## src/rtl/branch_resolver.sv

```systemverilog
// ---------------------------------------------------------------------------
// branch_resolver
//
// Initiator-side sequencer for a registered ALU. It accepts one RV32I
// conditional branch, runs a SUB (rs1 - rs2) through the ALU to get the
// comparison flags, then runs an ADD (pc + imm) to get the target. The
// result goes out as a taken/target response with a valid/ready handshake.
//
// ALU interface encoding used by this block:
//   alu_op    : 4'd0 = ADD, 4'd1 = SUB
//   alu_flags : [2] zero, [1] sign, [0] overflow (carry/borrow out of the MSB)
//
// Ports:
//   clk, rst_n                      clock, synchronous active-low reset
//   req_valid/req_ready             request handshake (accepted only in IDLE)
//   req_funct3/rs1/rs2/pc/imm       branch request payload
//   alu_ce/alu_op/alu_operand1/2    drive the ALU
//   alu_result/alu_flags            registered ALU outputs
//   resp_valid/resp_ready           response handshake
//   resp_taken/resp_target          branch decision and pc+imm
//   resp_illegal                    funct3 is not a branch encoding
// ---------------------------------------------------------------------------
module branch_resolver #(
  parameter int XLEN = 32
) (
  input  logic            clk,
  input  logic            rst_n,
  input  logic            req_valid,
  output logic            req_ready,
  input  logic [2:0]      req_funct3,
  input  logic [XLEN-1:0] req_rs1,
  input  logic [XLEN-1:0] req_rs2,
  input  logic [XLEN-1:0] req_pc,
  input  logic [XLEN-1:0] req_imm,
  output logic            alu_ce,
  output logic [3:0]      alu_op,
  output logic [XLEN-1:0] alu_operand1,
  output logic [XLEN-1:0] alu_operand2,
  input  logic [XLEN-1:0] alu_result,
  input  logic [2:0]      alu_flags,
  output logic            resp_valid,
  input  logic            resp_ready,
  output logic            resp_taken,
  output logic [XLEN-1:0] resp_target,
  output logic            resp_illegal
);

  localparam logic [3:0] ALU_ADD = 4'd0;
  localparam logic [3:0] ALU_SUB = 4'd1;

  typedef enum logic [2:0] {
    IDLE = 3'd0,
    CMP  = 3'd1,
    EVAL = 3'd2,
    CAPT = 3'd3,
    RESP = 3'd4
  } state_t;

  state_t          state_reg,   state_next;
  logic [2:0]      funct3_reg,  funct3_next;
  logic [XLEN-1:0] rs1_reg,     rs1_next;
  logic [XLEN-1:0] rs2_reg,     rs2_next;
  logic [XLEN-1:0] pc_reg,      pc_next;
  logic [XLEN-1:0] imm_reg,     imm_next;
  logic            taken_reg,   taken_next;
  logic [XLEN-1:0] target_reg,  target_next;
  logic            illegal_reg, illegal_next;

  // Comparison terms derived from the SUB result seen in EVAL.
  logic flag_zero, flag_sign, flag_borrow;
  logic eq, ltu, lt, sgn_ovf, cond;

  assign flag_zero   = alu_flags[2];
  assign flag_sign   = alu_flags[1];
  assign flag_borrow = alu_flags[0];

  always_comb begin
    eq      = flag_zero;
    ltu     = flag_borrow;
    // Signed overflow of rs1 - rs2: operands differ in sign and the result
    // sign differs from rs1. The true signed "less than" is sign ^ overflow.
    sgn_ovf = (rs1_reg[XLEN-1] != rs2_reg[XLEN-1]) &&
              (alu_result[XLEN-1] != rs1_reg[XLEN-1]);
    lt      = flag_sign ^ sgn_ovf;
    cond    = 1'b0;
    case (funct3_reg)
      3'b000:  cond = eq;    // BEQ
      3'b001:  cond = !eq;   // BNE
      3'b100:  cond = lt;    // BLT
      3'b101:  cond = !lt;   // BGE
      3'b110:  cond = ltu;   // BLTU
      3'b111:  cond = !ltu;  // BGEU
      default: cond = 1'b0;
    endcase
  end

  always_comb begin
    state_next   = state_reg;
    funct3_next  = funct3_reg;
    rs1_next     = rs1_reg;
    rs2_next     = rs2_reg;
    pc_next      = pc_reg;
    imm_next     = imm_reg;
    taken_next   = taken_reg;
    target_next  = target_reg;
    illegal_next = illegal_reg;

    req_ready    = 1'b0;
    resp_valid   = 1'b0;
    alu_ce       = 1'b0;
    alu_op       = ALU_ADD;
    alu_operand1 = '0;
    alu_operand2 = '0;

    case (state_reg)
      IDLE: begin
        req_ready = 1'b1;
        if (req_valid) begin
          funct3_next  = req_funct3;
          rs1_next     = req_rs1;
          rs2_next     = req_rs2;
          pc_next      = req_pc;
          imm_next     = req_imm;
          taken_next   = 1'b0;
          target_next  = '0;
          // funct3 010/011 are the only non-branch encodings.
          if (req_funct3[2:1] == 2'b01) begin
            illegal_next = 1'b1;
            state_next   = RESP;
          end else begin
            illegal_next = 1'b0;
            state_next   = CMP;
          end
        end
      end
      CMP: begin
        alu_ce       = 1'b1;
        alu_op       = ALU_SUB;
        alu_operand1 = rs1_reg;
        alu_operand2 = rs2_reg;
        state_next   = EVAL;
      end
      EVAL: begin
        // SUB result is visible now; issue the target ADD in the same cycle.
        taken_next   = cond;
        alu_ce       = 1'b1;
        alu_op       = ALU_ADD;
        alu_operand1 = pc_reg;
        alu_operand2 = imm_reg;
        state_next   = CAPT;
      end
      CAPT: begin
        target_next = alu_result;
        state_next  = RESP;
      end
      RESP: begin
        resp_valid = 1'b1;
        if (resp_ready) begin
          state_next = IDLE;
        end
      end
      default: begin
        state_next = IDLE;
      end
    endcase
  end

  always_ff @(posedge clk) begin
    if (!rst_n) begin
      state_reg   <= IDLE;
      funct3_reg  <= '0;
      rs1_reg     <= '0;
      rs2_reg     <= '0;
      pc_reg      <= '0;
      imm_reg     <= '0;
      taken_reg   <= 1'b0;
      target_reg  <= '0;
      illegal_reg <= 1'b0;
    end else begin
      state_reg   <= state_next;
      funct3_reg  <= funct3_next;
      rs1_reg     <= rs1_next;
      rs2_reg     <= rs2_next;
      pc_reg      <= pc_next;
      imm_reg     <= imm_next;
      taken_reg   <= taken_next;
      target_reg  <= target_next;
      illegal_reg <= illegal_next;
    end
  end

  assign resp_taken   = taken_reg;
  assign resp_target  = target_reg;
  assign resp_illegal = illegal_reg;

endmodule

```

## config.mk

```make
export PLATFORM = sky130hd
export DESIGN_NAME = branch_resolver
export DESIGN_NICKNAME = d
export VERILOG_FILES = /design/src/rtl/branch_resolver.sv
export SDC_FILE = /design/constraint.sdc
export NUM_CORES = 1
export LEC_CHECK = 0
export CORE_ASPECT_RATIO = 1.75
export CORE_UTILIZATION = 23
export DETAILED_ROUTE_END_ITERATION = 6
export SYNTH_ARGS = -nofsm -noshare
export SYNTH_HDL_FRONTEND = slang
export SYNTH_SLANG_ARGS = --single-unit
```

## constraint.sdc

```tcl
create_clock -name clk -period 2.3 [get_ports clk]
set_input_delay 0.345 -clock clk [delete_from_list [all_inputs] [get_ports clk]]
set_output_delay 0.345 -clock clk [all_outputs]
set_load 0.02 [all_outputs]
```

### Word-level counts from Yosys, hierarchy flattened

Index checks and enable logic that the tools add are counted.

| word-level totals | value |
|---|---|
| register bits after elaboration | 168 |
| word-level logic and storage cells | 53 |

| cells by class | value |
|---|---|
| equality and inequality tests | 14 |
| multiplexer cells | 16 |
| bitwise operators | 1 |
| reduce and logical (&&, ||, !) cells | 13 |

Operator list:

| cell | count |
|---|---|
| $pmux 32 s2 | 3 |
| $mux 32 | 1 |
| $eq 3x3->1 const B | 5 |
| $pmux 3 s5 | 1 |
| $mux 3 | 3 |
| $reduce_and 2->1 | 4 |
| $eq 3x1->1 const B | 2 |
| $eq 3x2->1 const B | 2 |
| $logic_not 3->1 | 2 |
| $mux 1 | 6 |
| $pmux 1 s6 | 1 |
| $ne 2x2->1 const B | 2 |
| $reduce_bool 2->1 | 2 |
| $logic_not 1->1 | 3 |
| $eq 2x1->1 const B | 1 |
| $ne 1x1->1 | 2 |
| $pmux 1 s2 | 1 |
| $reduce_or 2->1 | 1 |
| $logic_and 1x1->1 | 1 |
| $xor 1x1->1 | 1 |

### Longest topological paths before layout

| depth | value |
|---|---|
| depth in word-level cells | 6 |
| mapped depth | 8 |
| depth with buffers taken out | 4 |

### Worst setup path after synthesis

Ideal clock, no wire load.

| timing | value |
|---|---|
| kind | reg2out |
| from | register state_reg[1] |
| to | output port alu_operand2[22] |
| arrival time | 1484 ps |
| data required time | 1955 ps |
| setup slack | 471 ps |
| stages on the path, launching flop included | 5 |
| buffers on the path | 2 |
| cells stage by stage | dfxtp_1 -> buf_2 -> nor3b_1 -> clkbuf_1 -> a22o_1 |

| on the way | value |
|---|---|
| word-level cells in the longest chain between the ends | 2 |
| elaborated cells on any way between the ends | 3 |
| classes of those cells | 2 x eq/ne; 1 x mux |

RTL lines:

| what | RTL line | text |
|---|---|---|
| start: declaration | 59 | `state_t state_reg, state_next;` |
| start signal: assignment | 180 | `state_reg <= state_next;` |
| $eq 3x2->1 or $eq 3x1->1 (tied branches) | 115 | `case (state_reg)` |
| $pmux 32 s2 (*) | 115 |  |
| end: declaration | 38 | `output logic [XLEN-1:0] alu_operand2,` |

Every way passes the cells marked *; elsewhere a longest branch is shown, timed or not.

### Worst setup path in the final report

| timing | value |
|---|---|
| from | register state_reg[0] |
| to | output port alu_operand2[17] |

Same word-level chain as after synthesis.

==> impl_metrics.prom <==
# TYPE chip_impl_metric gauge
chip_impl_metric{name="maximum_number_of_pins_on_one_net_before_global_route_repair",unit=""} 108
chip_impl_metric{name="dp.cells",unit=""} 1445
chip_impl_metric{name="design.portCount",unit=""} 275
chip_impl_info{name="dr.max_layer_used",value="met4"} 1
chip_impl_metric{name="start_util",unit=""} 0.2342
chip_impl_metric{name="postCtsSetupBuffers",unit=""} 0
chip_impl_metric{name="routed-wl-met3",unit="um"} 932
chip_impl_metric{name="layout.nets",unit=""} 1248
chip_impl_info{name="synth_top_cell_by_area",value="dfxtp_1"} 1
chip_impl_metric{name="total_leakage_power",unit="uW"} 0.003992
chip_impl_info{name="worstSetupEndpointType",value="primary output"} 1
chip_impl_info{name="post_synth_main_area_contributors",value="dfxtp_1 48%, nand2_1 16%, a21boi_1 9.6%, a22o_1 7.9%, a21boi_0 7.9%"} 1
chip_impl_metric{name="power.density_cell_area",unit="nW/um^2"} 710.5
chip_impl_metric{name="hold_ws",unit="ps"} 290.4
chip_impl_info{name="grt_setup_unrepaired",value="no"} 1
chip_impl_metric{name="max_freq",unit="MHz"} 456.9
chip_impl_metric{name="finalSetupViolCount",unit=""} 0
chip_impl_metric{name="clock_tree.buffer_depth",unit=""} 2
chip_impl_metric{name="critical_path.max_stage_delay",unit="ps"} 360
chip_impl_metric{name="num_vias",unit=""} 6596
chip_impl_metric{name="grt_first_pass_wirelength",unit="um"} 35260
chip_impl_metric{name="timing_max_transition_violations_final",unit=""} 0
chip_impl_metric{name="totalWireLength",unit="um"} 23830
chip_impl_metric{name="die_area",unit="um^2"} 31450
chip_impl_metric{name="multi_input_area",unit="um^2"} 3352
chip_impl_metric{name="cp_data_required_time",unit="ps"} 1960
chip_impl_metric{name="cts-hold-fix-buffers",unit=""} 0
chip_impl_metric{name="avgRoutedWirePerCell",unit="um"} 16.07
chip_impl_metric{name="final_antenna_net_count",unit=""} 0
chip_impl_info{name="standard_cell_with_the_maximum_stage_delay_on_the_critical_path",value="dfxtp_1"} 1
chip_impl_metric{name="buffer_ports.inserted",unit=""} 271
chip_impl_metric{name="post-synth-top-area-fraction",unit=""} 0.4761
chip_impl_metric{name="yosysSeqAreaShare",unit=""} 0.4761
chip_impl_metric{name="synth.avg_cell_area",unit="um^2"} 8.420
chip_impl_info{name="crit_path_start_kind",value="flip-flop"} 1
chip_impl_metric{name="critical_path.max_fanout",unit=""} 20
chip_impl_metric{name="fill_cells",unit=""} 3176
chip_impl_metric{name="overflow",unit=""} 0
chip_impl_metric{name="drt_first_iter_violations",unit=""} 306
chip_impl_metric{name="post-route-period-util",unit=""} 0.9516
chip_impl_info{name="min-delay-path-class",value="in -> reg"} 1
chip_impl_metric{name="cts_made_buffers",unit=""} 17
chip_impl_metric{name="worst_skew_pair.late_latency",unit="ps"} 440
chip_impl_info{name="mostFrequentLayoutCells",value="298 x nand2_1, 202 x clkdlybuf4s50_1, 167 x dfxtp_1"} 1
chip_impl_metric{name="sum_of_net_half_perimeters_after_detailed_placement",unit="um"} 16710
chip_impl_metric{name="totalNegativeSetupSlack",unit="ps"} 0
chip_impl_metric{name="max_cap_violations",unit=""} 0
chip_impl_metric{name="dpl-instance-area",unit="um^2"} 10220
chip_impl_info{name="most_common_cell_after_layout_fill_and_taps_aside",value="nand2_1"} 1
chip_impl_info{name="timing_worst_setup_path_type",value="reg -> out"} 1
chip_impl_metric{name="design.core.area",unit="um^2"} 30160
chip_impl_metric{name="grt_usage",unit=""} 0.1499
chip_impl_metric{name="clock-skew-final",unit="ps"} 11.84
chip_impl_metric{name="total_power",unit="uW"} 7512
chip_impl_info{name="status",value="completed"} 1
chip_impl_metric{name="finalHoldViolCount",unit=""} 0
chip_impl_metric{name="number_of_distinct_library_cell_variants_in_the_gate_level_netlist_after_synthesis",unit=""} 33
chip_impl_metric{name="grt_antenna_before_repair",unit=""} 2
chip_impl_metric{name="ir_worst_vdd",unit="mV"} 0.5501
chip_impl_metric{name="first_pass_iters",unit=""} 6
chip_impl_metric{name="critical_path_arrival",unit="ps"} 1840
chip_impl_metric{name="final_design_area_no_fill",unit="um^2"} 10570
chip_impl_metric{name="floorplan.die.width",unit="um"} 134.5
chip_impl_metric{name="drc_errors",unit=""} 0
chip_impl_metric{name="yosysWarnings",unit=""} 0
chip_impl_metric{name="route.met2.wl",unit="um"} 13190
chip_impl_metric{name="cts_num_sinks",unit=""} 168
chip_impl_metric{name="place_congestion",unit=""} 0.8020
chip_impl_metric{name="fp-row-count",unit=""} 84
chip_impl_metric{name="post_layout_nonfiller_instances",unit=""} 1483
chip_impl_info{name="root_driver",value="clkbuf_16"} 1
chip_impl_metric{name="detail_route.wirelength.met1",unit="um"} 8917
chip_impl_metric{name="area_growth_syn_to_layout",unit="%"} 49.66
chip_impl_metric{name="mappedNetlistArea",unit="um^2"} 7064
chip_impl_metric{name="post_drt_via_cell_ratio",unit=""} 4.448
chip_impl_metric{name="dieHeight",unit="um"} 233.8
chip_impl_metric{name="share_of_cells_above_drive_strength_1",unit=""} 0.1036
chip_impl_metric{name="first_global_vias",unit=""} 6357
chip_impl_info{name="tritoncts",value="done"} 1
chip_impl_metric{name="ys_ff_latch",unit=""} 168
chip_impl_metric{name="period_minus_slack",unit="ps"} 2189
chip_impl_info{name="crit_chain",value="nor3b_4 -> buf_4 -> buf_12 -> a22o_1 -> dlygate4sd2_1"} 1
chip_impl_metric{name="cts.reportedPaths.clkPinSlew",unit="ps"} 70
chip_impl_metric{name="final-seq-area",unit="um^2"} 3364
chip_impl_metric{name="cts_htree_levels",unit=""} 4
chip_impl_metric{name="postSynthCellCount",unit=""} 839
[power by group]
part | leakage [uW] | internal [uW] | total (uW) | switching (uW)
sequential | 0.00137 | 3130 | 3260 | 135
combinational | 0.00235 | 687 | 1440 | 757
clock | 0.000273 | 1580 | 2810 | 1230
[synth_stat cells]
cell type / n
nand3b_1: 3
a22o_1: 64
or2_0: 1
a22oi_1: 1
nor3_4: 1
o311a_1: 1
and3b_1: 1
xnor2_1: 2
buf_4: 13
nor3b_1: 4
a21boi_0: 74
clkbuf_1: 36
o21a_1: 1
conb_1: 1
nor4b_1: 1
inv_1: 2
o2111ai_1: 1
nand3_1: 32
o2bb2ai_1: 1
and2_1: 3
o31ai_1: 1
a21boi_1: 90
o21ai_0: 1
xor2_1: 1
nand2_1: 299
dfxtp_1: 168
o32a_1: 1
a311oi_1: 1
buf_2: 28
nand2b_1: 2
or2_2: 1
nor2_1: 2
a21oi_1: 1
[path summary, 6_finish.rpt]
| kind | start | end | slack (ps) | cells after the start |
|---|---|---|---|---|
| max | state_reg[0] | alu_operand2[17] | 110 | 5 |
| min | rst_n | state_reg[0] | 290 | 3 |
| max reg2reg | state_reg[2] | rs1_reg[9] | 690 | 6 |
| min reg2reg | rs2_reg[22] | rs2_reg[22] | 450 | 2 |
[cell type report]
type / instances / share of cell area
Multi-Input combinational cell: 594 / 0.3170
Antenna cell: 5 / 0.001183
Clock buffer: 22 / 0.04485
Inverter: 2 / 0.0007101
Clock inverter: 10 / 0.008876
Tap cell: 387 / 0.04580
Sequential cell: 168 / 0.3182
Timing Repair Buffer: 295 / 0.2633
[cells by family (layout without fill, tap and decap cells)]
logic type / after synthesis / in the layout / share of synthesized area
other: 1 / 8 / 0.0005308
buffers and inverters: 79 / 329 / 0.05384
flip-flops: 168 / 168 / 0.4761
XOR/XNOR: 3 / 3 / 0.003720
AND/OR/NAND/NOR: 350 / 350 / 0.2010
AO/OA/AOI/OAI: 238 / 238 / 0.2648
[critical path, delay by kind of cell, from the launching register on]
kind / cells / cell delay [ps]
and+or+nand+nor: 1 / 250
AOI/OAI and AO/OA: 1 / 130
DFF: 1 / 360
buffers and inverters: 3 / 660
[metal layers]
| metal | vias to the layer above | global-route usage |
|---|---|---|
| li1 | 3303 | - |
| met1 | 3063 | 0.1510 |
| met2 | 192 | 0.2806 |
| met3 | 38 | 0.03653 |
| met4 | 0 | 0.08076 |
| met5 | - | 0 |
[per-stage QoR]
stage,util,setup WS [ps]
global placement,0.3388,240.4
CTS,0.3552,10.20
finish,0.3505,111.3
global route,0.3503,4.667
floorplan,-,471.4
detailed placement,0.3388,221.9
[timing repair]
| item | in CTS | in global routing |
|---|---|---|
| pin swaps | 1 | 0 |
| resized for setup | 70 | 112 |
| setup endpoints to repair | 67 | 61 |
| cloned | 0 | 1 |
Power figures use the tool's default switching activity.
